==> config.mk <==
export PLATFORM = sky130hd
export DESIGN_NAME = demux_1a4
export DESIGN_NICKNAME = d
export VERILOG_FILES = /design/src/rtl/demux_1a4.sv
export SDC_FILE = /design/constraint.sdc
export NUM_CORES = 1
export LEC_CHECK = 0
export ABC_AREA = 0
export CAP_MARGIN = 10
export CORE_ASPECT_RATIO = 1.5
export CORE_MARGIN = 2
export CORE_UTILIZATION = 48
export DETAILED_ROUTE_END_ITERATION = 16
export PLACE_DENSITY = 0.94
export SLEW_MARGIN = 10
export SYNTH_ARGS = -nofsm -noshare
export SYNTH_HDL_FRONTEND = slang
export SYNTH_SLANG_ARGS = --single-unit
export TNS_END_PERCENT = 1
==> constraint.sdc <==
create_clock -name clk -period 5.36 [get_ports clk]
set_input_delay 0.804 -clock clk [delete_from_list [all_inputs] [get_ports clk]]
set_output_delay 0.804 -clock clk [all_outputs]
set_load 0.005 [all_outputs]
==> src/rtl/demux_1a4.sv <==
// -----------------------------------------------------------------------------
// demux_1a4 -- registered 1-to-3 demultiplexer with valid/ready handshaking.
//
// Routes one WIDTH-bit word to one of three destinations using the same code
// map as the datapath's 4-to-1 input mux: Ctrl 00/01/10 select destinations
// 1/2/3, and 11 discards the word. An accepted word is held on its Salida
// until that destination takes it.
//
// Handshake: a transfer happens on a rising edge where valid && ready.
// Upstream is in_valid/in_ready; downstream is valid<d>/ready<d>. The
// producer must hold Ctrl/Entrada stable while in_valid is high and in_ready
// is low. Each Salida/valid pair holds until its ready is seen high.
//
// Ports:
//   clk, rst_n               clock (rising edge), async active-low reset
//   Ctrl[1:0], Entrada       destination code and data, qualified by in_valid
//   in_valid / in_ready      upstream handshake (in_ready is combinational
//                            from ready1..3 and the state only)
//   Salida1..3, valid1..3    registered data and "undelivered word" flags
//   ready1..3                destination accepts its word this cycle
//   dbg_state[1:0]           current FSM state (0 idle, 1..3 busy dest 1..3)
//   drop_cnt[15:0]           saturating count of discarded words; present only
//                            when DEMUX_DROP_CNT_EN is defined
// -----------------------------------------------------------------------------
module demux_1a4 #(
    parameter int WIDTH = 32
) (
    input  logic             clk,
    input  logic             rst_n,
    input  logic [1:0]       Ctrl,
    input  logic [WIDTH-1:0] Entrada,
    input  logic             in_valid,
    output logic             in_ready,
    output logic [WIDTH-1:0] Salida1,
    output logic [WIDTH-1:0] Salida2,
    output logic [WIDTH-1:0] Salida3,
    output logic             valid1,
    output logic             valid2,
    output logic             valid3,
    input  logic             ready1,
    input  logic             ready2,
    input  logic             ready3,
    output logic [1:0]       dbg_state
`ifdef DEMUX_DROP_CNT_EN
    ,
    output logic [15:0]      drop_cnt
`endif
);

    // BUSY is split per destination so the held destination is the state
    // itself; each valid is then a plain decode and at most one can be high.
    typedef enum logic [1:0] {
        S_IDLE  = 2'd0,
        S_BUSY1 = 2'd1,
        S_BUSY2 = 2'd2,
        S_BUSY3 = 2'd3
    } state_t;

    state_t state, state_nxt;

    logic delivered;
    logic accept;
    logic load1, load2, load3;
    logic discard;

    // ------------------------------------------------------------------
    // Next-state and handshake decode
    // ------------------------------------------------------------------
    always_comb begin
        state_nxt = state;
        delivered = 1'b0;
        load1     = 1'b0;
        load2     = 1'b0;
        load3     = 1'b0;
        discard   = 1'b0;

        // Only the ready of the held destination matters.
        case (state)
            S_BUSY1: delivered = ready1;
            S_BUSY2: delivered = ready2;
            S_BUSY3: delivered = ready3;
            default: delivered = 1'b0;
        endcase

        in_ready = (state == S_IDLE) || delivered;
        accept   = in_valid && in_ready;

        if (delivered) begin
            state_nxt = S_IDLE;
        end

        // A new word accepted on the delivery edge overrides the return to
        // idle, so back-to-back words flow with no bubble.
        if (accept) begin
            case (Ctrl)
                2'b00: begin
                    state_nxt = S_BUSY1;
                    load1     = 1'b1;
                end
                2'b01: begin
                    state_nxt = S_BUSY2;
                    load2     = 1'b1;
                end
                2'b10: begin
                    state_nxt = S_BUSY3;
                    load3     = 1'b1;
                end
                default: begin
                    state_nxt = S_IDLE;
                    discard   = 1'b1;
                end
            endcase
        end
    end

    // ------------------------------------------------------------------
    // State and data registers
    // ------------------------------------------------------------------
    always_ff @(posedge clk or negedge rst_n) begin
        if (!rst_n) begin
            state <= S_IDLE;
        end else begin
            state <= state_nxt;
        end
    end

    // Unselected buses keep their last contents; only the selected one loads.
    always_ff @(posedge clk or negedge rst_n) begin
        if (!rst_n) begin
            Salida1 <= '0;
            Salida2 <= '0;
            Salida3 <= '0;
        end else begin
            if (load1) Salida1 <= Entrada;
            if (load2) Salida2 <= Entrada;
            if (load3) Salida3 <= Entrada;
        end
    end

    assign valid1    = (state == S_BUSY1);
    assign valid2    = (state == S_BUSY2);
    assign valid3    = (state == S_BUSY3);
    assign dbg_state = state;

`ifdef DEMUX_DROP_CNT_EN
    // Saturating: once at all-ones it sticks until reset.
    always_ff @(posedge clk or negedge rst_n) begin
        if (!rst_n) begin
            drop_cnt <= '0;
        end else if (discard && (drop_cnt != 16'hFFFF)) begin
            drop_cnt <= drop_cnt + 16'd1;
        end
    end
`else
    logic unused_discard;
    assign unused_discard = discard;
`endif

endmodule

==> results.txt, run 1 <==
The maximum clock skew at final layout is 0.007468 ns. For met1 alone, demand over resource in global routing was 23.64%. The number of antenna violations at the first check in global routing came out at 0. The number of warnings reported in the yosys synthesis log is 0. The final worst-path cycle share came out at 59.67%. The final-stage net count came out at 417. The switching fraction of total power came out at 24.92%. The total of cells resized after clock tree synthesis came out at 0. Of the cells placed in the final design, the portion with a size suffix greater than 1 is 27.44%. The final estimated routing congestion in global placement is 0.7800. The critical path is of the input port to primary output type. The highest ir drop seen on vdd is 0.0002823 V. Global routing used 38.55% of the available met2 tracks. Summing the areas of all and, or, nand and nor instances in the mapped netlist gives 1.363% of the synthesized area.

The fraction of power consumed by combinational cells is 32.2%. The critical-path maximum fanout came out at 4. In this run the critical register-to-register path is launched from dbg_state[1]$_DFFE_PN0P_. The average cell area after synthesis came out at 16.91 um2. The area of the multi-input gates came out at 1287 um2.

The wire length of the first global-routing pass came out at 14280 um. The max capacitance violation total is 0. The worst setup path is captured at a primary output. The clock passes through at most 2 buffers. Detailed placement finished with a half-perimeter wire length of 6404 um.

The mapped cell area is 3856 um2. In this run, the clock network consumes 25.7% of the power. The number of filler instances in the final layout came out at 568. The mux cell area share after synthesis is 28.65%. The total power of the final layout came out at 0.002627 W. From bottom edge to top edge, the die measures 113.8 um. The area of the die came out at 8782 um2.

Wires add up to 8821 um. The worst hold-check path type is input port to async pin. The clock tree from TritonCTS is built. The number of buffers added on ports is 141. Pin placement for this block handled 142 I/O pins. The clock period minus final worst setup slack is 3.198 ns. The worst flop-to-flop path endpoint is Salida2[16]$_DFFE_PN0P_. Setup repair after global routing left no endpoint under its margin. The routed wirelength normalized by instance count came out at 18.23 um. The via density per instance came out at 4.977. Summed over all layers, the global routing overflow is 0.

STA puts the critical path data arrival time at 2.39 ns. The width of the die is 77.19 um. Summed over all nets, the switching power comes to 0.0006548 W.

Sequential cells account for 42.2% of the total power. The leakage power came out at 2.325 nW. The last element of the critical path is in_ready. The peak per-stage delay on the critical path came out at 0.52 ns.

The area growth from synthesis to final layout is 46.17%. Counting the buffers created by CTS gives 9. The clock sink total came out at 98.

After synthesis, the largest family of logic cells by area is multiplexers. Traced cell by cell, the critical path runs through clkdlybuf4s50_1 -> nor3b_2 -> a21oi_1 -> clkdlybuf4s50_1. The internal power of the cells totals 0.001973 W. The total instance count after detailed placement came out at 468. The number of design-rule violations left by the first detailed-router iteration came out at 80. The number of library cell types mapped by synthesis is 20. The relative max-transition margin came out at 34.20%. The combined global-route utilization of all metal layers is 21.26%. The largest individual stage delay along the critical path comes from the cell nor3b_2. The depth of the worst register-to-register path is 4.

The number of setup violations in the final report is 0. The maximum clock frequency is 0.3127 GHz. At the pin with the least slew margin, the transition time is 0.9838 ns. The clock latency on the worst-skew pair came out at 0.34 ns. Summing the areas of all xor and xnor instances in the mapped netlist gives 0% of the synthesized area. Adding up every negative setup slack in the final design gives 0 ns.

The worst setup path is launched from an input port. The number of antenna diodes in the final layout is 0. The count of hold-fix buffers inserted at cts came out at 0. In this run the post-CTS setup repair buffer count came out at 0. The critical path launch point is ready1.

Of the synthesized area, sequential elements account for 63.60%. The placement row count came out at 40. The effective utilization at floorplan is 48.77%. The required time reported for the critical path endpoint came out at 4.56 ns. Power spread over the standard cell area amounts to 466.1 nW/um2. The max-slew violation total from the final report is 0.

The busiest metal layer after global routing is met2. Synthesis produced a netlist with a net count of 271. The global-route track usage on met3 came out at 4.747%. The clock-pin slew reported for the worst setup and hold paths after clock tree synthesis is 0.07 ns. The final setup slack of the worst path is 2.162 ns. The count of unresolved DRC violations after routing is 0. The flow ran to the end, and the final reports show no timing, DRC or antenna violations.

The area fraction in compound gates after synthesis came out at 2.401%. The area of the core came out at 7908 um2. Entering global routing, the biggest net connects 80 pins.

The finished layout holds 484 standard cells, fillers aside. The depth of the CTS H-tree came out at 3. The via count of the first global-routing pass was 2700. The final route contains 2409 vias.

The pre-antenna-repair detailed-routing pass consisted of 4 iterations. The number of hold-slack violations in the final timing report came out at 0. Counting stages on the worst path, the most repeated cell is clkdlybuf4s50_1. The synthesized netlist devotes 0.9734% of its cell area to adder and majority cells. The minimum setup slack after placement is 2.053 ns. The tree is rooted in a clkbuf_16.

The setup check on the worst reg-to-reg path leaves a slack of 2.78 ns. In the synthesized netlist, the number of instances is 228. The number of nets with antenna violations after routing is 0. The worst hold slack is 0.3418 ns. Registers take 2452 um2. The synthesis-stage register bit count is 98.
[state kept, by name (all words and copies together), names as in the netlist]
signal / count
Salida1: 32
Salida2: 32
Salida3: 32
dbg_state: 2
[power by group through the flow]
stage	registers, W	logic, W	clock network [W]
finish	0.00111	0.000845	0.000675
global route	0.00114	0.000900	0.000724
CTS	0.00111	0.000861	0.000688
detailed placement	0.00112	0.000855	0
global placement	0.00111	0.000828	0
floorplan	0.00112	0.000250	0
[area by class of cell]
cell class	count	share of cell area (%)
Clock buffer	9	3.996
Clock inverter	7	1.665
Sequential cell	98	43.51
Multi-Input combinational cell	118	22.84
Tap cell	105	2.331
Inverter	2	0.1332
Timing Repair Buffer	145	25.53
[logic make-up (layout without fill, tap and decap cells)]
| family | after synthesis | count (layout) |
|---|---|---|
| AOI/OAI and AO/OA | 8 | 8 |
| adders and majority gates | 3 | 3 |
| buffers and inverters | 12 | 163 |
| DFF | 98 | 98 |
| muxes | 98 | 98 |
| and+or+nand+nor | 9 | 9 |
[cell usage after synthesis, drive strengths merged]
cell,n,area (um2)
o21a,1,7.510
mux2i,2,23.77
nand2b,1,6.260
nand2,3,11.26
buf,10,108.9
a21oi,2,10.01
inv,2,7.510
and2,1,6.260
a22o,1,8.760
mux2,96,1081
a211oi,3,60.06
dfrtp,98,2452
a31oi,1,6.260
ha,3,37.54
nor2b,2,12.51
nor2,1,3.750
nor3b,1,12.51
[cells in the final DEF, fill, tap and decap left out, types with 2 or more instances in the layout]
master,count
nand2_1,3
a21oi_1,2
clkinvlp_4,2
bufinv_16,2
mux2_2,78
inv_1,2
ha_1,3
nor2b_1,2
a211oi_4,3
clkbuf_16,9
mux2_1,18
clkinv_2,2
dfrtp_1,98
clkdlybuf4s50_1,140
buf_4,5
[critical path: cells and delay by family]
kind / cells / cell delay (ns)
AO/OA/AOI/OAI: 1 / 0.13
buffers and inverters: 2 / 0.94
AND/OR/NAND/NOR: 1 / 0.52
[metal layers]
layer,vias to the layer above,wire length [um]
met4,0,235
met1,1218,3169
li1,1092,-
met3,17,409
met2,82,5005
met5,-,0
[per-stage QoR]
| step | util [%] | cell area [um2] |
|---|---|---|
| after global routing | 71.28 | 5637 |
| after detailed placement | 67.25 | 5318 |
| after CTS | 71.28 | 5637 |
| after global placement | 67.25 | 5318 |
| after floorplan | - | 3856 |
| final | 71.28 | 5637 |
[worst min-delay path by stage]
stage	start	end
floorplan	Salida1[0]$_DFFE_PN0P_	Salida1[0]$_DFFE_PN0P_
global placement	Salida1[22]$_DFFE_PN0P_	Salida1[22]$_DFFE_PN0P_
detailed placement	Salida1[14]$_DFFE_PN0P_	Salida1[14]$_DFFE_PN0P_
CTS	rst_n	Salida2[3]$_DFFE_PN0P_
global route	rst_n	Salida2[3]$_DFFE_PN0P_
finish	rst_n	Salida3[3]$_DFFE_PN0P_
Power figures use the tool's default switching activity.
==> run 2, diff against run 1 <==
--- a/config.mk
+++ b/config.mk
@@ -9,9 +9,9 @@
 export CAP_MARGIN = 10
 export CORE_ASPECT_RATIO = 1.5
 export CORE_MARGIN = 2
-export CORE_UTILIZATION = 48
+export CORE_UTILIZATION = 44
 export DETAILED_ROUTE_END_ITERATION = 16
-export PLACE_DENSITY = 0.94
+export PLACE_DENSITY = 0.87
 export SLEW_MARGIN = 10
 export SYNTH_ARGS = -nofsm -noshare
 export SYNTH_HDL_FRONTEND = slang
==> constraint.sdc (replaced) <==
create_clock -name clk -period 3.1 [get_ports clk]
set_input_delay 0.465 -clock clk [delete_from_list [all_inputs] [get_ports clk]]
set_output_delay 0.465 -clock clk [all_outputs]
set_load 0.005 [all_outputs]
==> run 2 against run 1 <==
  * Sequential power grew 72%
  * Clock-buffer cell count up 1
  * Setup slack worse by 1.6 ns
  * Non-clock buffer count rose by 3
  * Power increased by 69%
  * Design area about the same
  * Global-route usage is 1.4 points lower
  * Via count is 0.46% lower
  * Clock power grew 59%
  * Wire length down 0.54%
  * Combinational power rose by 72%
  * Critical path depth is 1 lower
  * Largest power group unchanged
==> results.txt, run 2 (same netlist as run 1, synthesis figures left out) <==
The leakage power came out at 2.333 nW. In this run, post-CTS repair resized a total of 0 instances. Once the clock tree was built, the setup fixing pass inserted 0 buffers. The number of cells in the finished layout apart from fillers is 488. The max-slew violation total from the final report came to 0.

Once the floorplan was initialized, standard cells occupied 45.56% of the core. Setup repair after global routing left no endpoint under its margin. The setup path with the least slack is of type flip-flop to primary output. Setup violations remaining at the end of the flow were counted as 0. Across the routed clock network, the largest skew measured is 0.007071 ns. Per report_power, the sequential group accounts for 43.0% of the total. The switching fraction of total power came out at 24.88%.

The critical-path maximum fanout came out at 11. The category of the worst setup path capture point is a primary output. After detailed routing, the number of vias per cell comes to 4.914. For the finished layout, the period the worst path requires is 2.570 ns. The area of the core is 8464 um2. The root buffer cell chosen for the clock tree is clkbuf_16. In this run the remaining antenna-violating nets after routing total 0. CTS built an H-tree with a depth of 3. The cell with the biggest individual delay on the critical path is nor3b_2. The largest registers in the layout are Salida1 x32, Salida2 x32, Salida3 x32. At the worst endpoint, the required time is 2.63 ns. The maximum clock path buffer count is 2. The commonest non-fill, non-tap cell in the layout is clkdlybuf4s50_1. The die is 80.44 um wide. The setup slack of the most critical reg-to-reg path is 1.14 ns. The global-route congestion overflow total came out at 0. The number of antenna cells inserted is 0. The logic depth of the worst path, buffers included came out at 3.

The count of unresolved DRC violations after routing came out at 0. The vertical extent of the die came out at 118.7 um. The worst hold-check path type is input port to async pin. The largest net degree at the start of global routing is 99. For the worst-skew pair, the clock arrives at the later sink with an insertion delay of 0.34 ns. The number of design-rule violations left by the first detailed-router iteration is 98. The setup total negative slack is 0 ns. The run finished with clean final reports.

The final estimated routing congestion in global placement came out at 0.8021. The internal power came out at 0.003329 W. The number of hold-slack violations in the final timing report was 0. The top cell types in the final layout, fill and taps aside, are 140 x clkdlybuf4s50_1, 98 x dfrtp_1, 78 x mux2_2, 18 x mux2_1, 9 x clkbuf_16. The critical path goes through nor3b_2 -> a21oi_1 -> clkdlybuf4s50_1. The placement row count came out at 41. The routed wirelength normalized by instance count came out at 17.98 um. In this run, the combinational gates consume 32.8% of the power. The worst setup path is launched from a flip-flop.

TritonCTS built the clock tree. The depth of the worst register-to-register path came out at 4. The critical path arrival came out at 2.11 ns. The clock sink total came out at 98.

For this design the ratio of total power to cell area is 785.8 nW/um2. The final worst-path cycle share is 82.91%. The first detailed-routing pass took 4 iterations. The share of cells above drive strength 1 is 27.56%. The total instance count after detailed placement came out at 473. The post-detailed-routing wire length came out at 8773 um. The number of antenna violations at the first check in global routing is 0. The via count of the first global-routing pass came out at 2702. The utilization of the core after routing came out at 66.64%.

The area growth from synthesis to final layout is 46.27%. The clock-pin slew reported for the worst setup and hold paths after clock tree synthesis came out at 0.06 ns. The combined global-route utilization of all metal layers came out at 19.82%.

The clock network burns 24.2% of the power. The max capacitance violation total is 0. Summed over all nets, the switching power comes to 0.001103 W. The number of buffers added on ports is 141. The first global-routing pass estimated 14080 um of wire.

The relative max-transition margin is 60.31%. In the final design database the tool counted 420 nets. The count of hold-fix buffers inserted at cts is 0. Together, buffers and inverters on the worst path number 1. The slew at the pin closest to its max-slew limit is 0.5927 ns. The area of the die is 9544 um2. The highest ir drop seen on vdd came out at 0.0005040 V. The HPWL after detailed placement came out at 6312 um. The peak per-stage delay on the critical path came out at 0.60 ns. The kind of cell with the highest combined delay along the critical path is simple AND/OR/NAND/NOR gates. The number of ports placed on the die boundary is 142. The total number of vias came out at 2398. Across all hold checks on the routed design, the worst slack comes to 0.1736 ns.

The maximum clock frequency came out at 0.3891 GHz. The clock buffer count from CTS came out at 9.
run 2: final timing paths:
path	startpoint	to
setup / recovery	dbg_state[1]$_DFFE_PN0P_	in_ready
hold / removal	rst_n	Salida1[11]$_DFFE_PN0P_
setup reg to reg	dbg_state[1]$_DFFE_PN0P_	Salida1[14]$_DFFE_PN0P_
hold reg to reg	Salida2[18]$_DFFE_PN0P_	Salida2[18]$_DFFE_PN0P_
max in group asynchronous	rst_n	Salida3[2]$_DFFE_PN0P_
min in group clk	Salida2[18]$_DFFE_PN0P_	Salida2[18]$_DFFE_PN0P_
run 2: layout make-up:
class | count | area [um2]
flip-flops and latches | 98 | 2452
clock inverters | 5 | 56.30
multi-input cells | 118 | 1287
clock buffers | 10 | 229.0
well taps | 107 | 133.9
fillers | 619 | 2824
repair buffers | 148 | 1474
inverters | 2 | 7.507
run 2: power groups by stage:
stage	clock (W)	sequential [W]	combinational (W)
final	0.00107	0.00191	0.00145
after detailed placement	0	0.00193	0.00147
after CTS	0.00110	0.00191	0.00148
after global placement	0	0.00191	0.00144
after floorplan	0	0.00193	0.000432
after global routing	0.00115	0.00196	0.00156
run 2: metal layers:
metal  routed length (um)  up-vias  global-route usage [%]
met4                  272        0                   10.49
met5                    0        -                       0
met1                 3144     1196                   21.15
met2                 4772       84                   33.96
met3                  583       18                   6.412
li1                     -     1100                       -
run 2: through the flow:
stage	setup WS [ns]	total power [W]	area, um2
after floorplan	1.381	0.002361	3856
after global placement	0.6546	0.003350	5355
after detailed placement	0.5811	0.003407	5355
after CTS	0.4920	0.004493	5640
after global routing	0.3904	0.004671	5640
final	0.5299	0.004432	5640
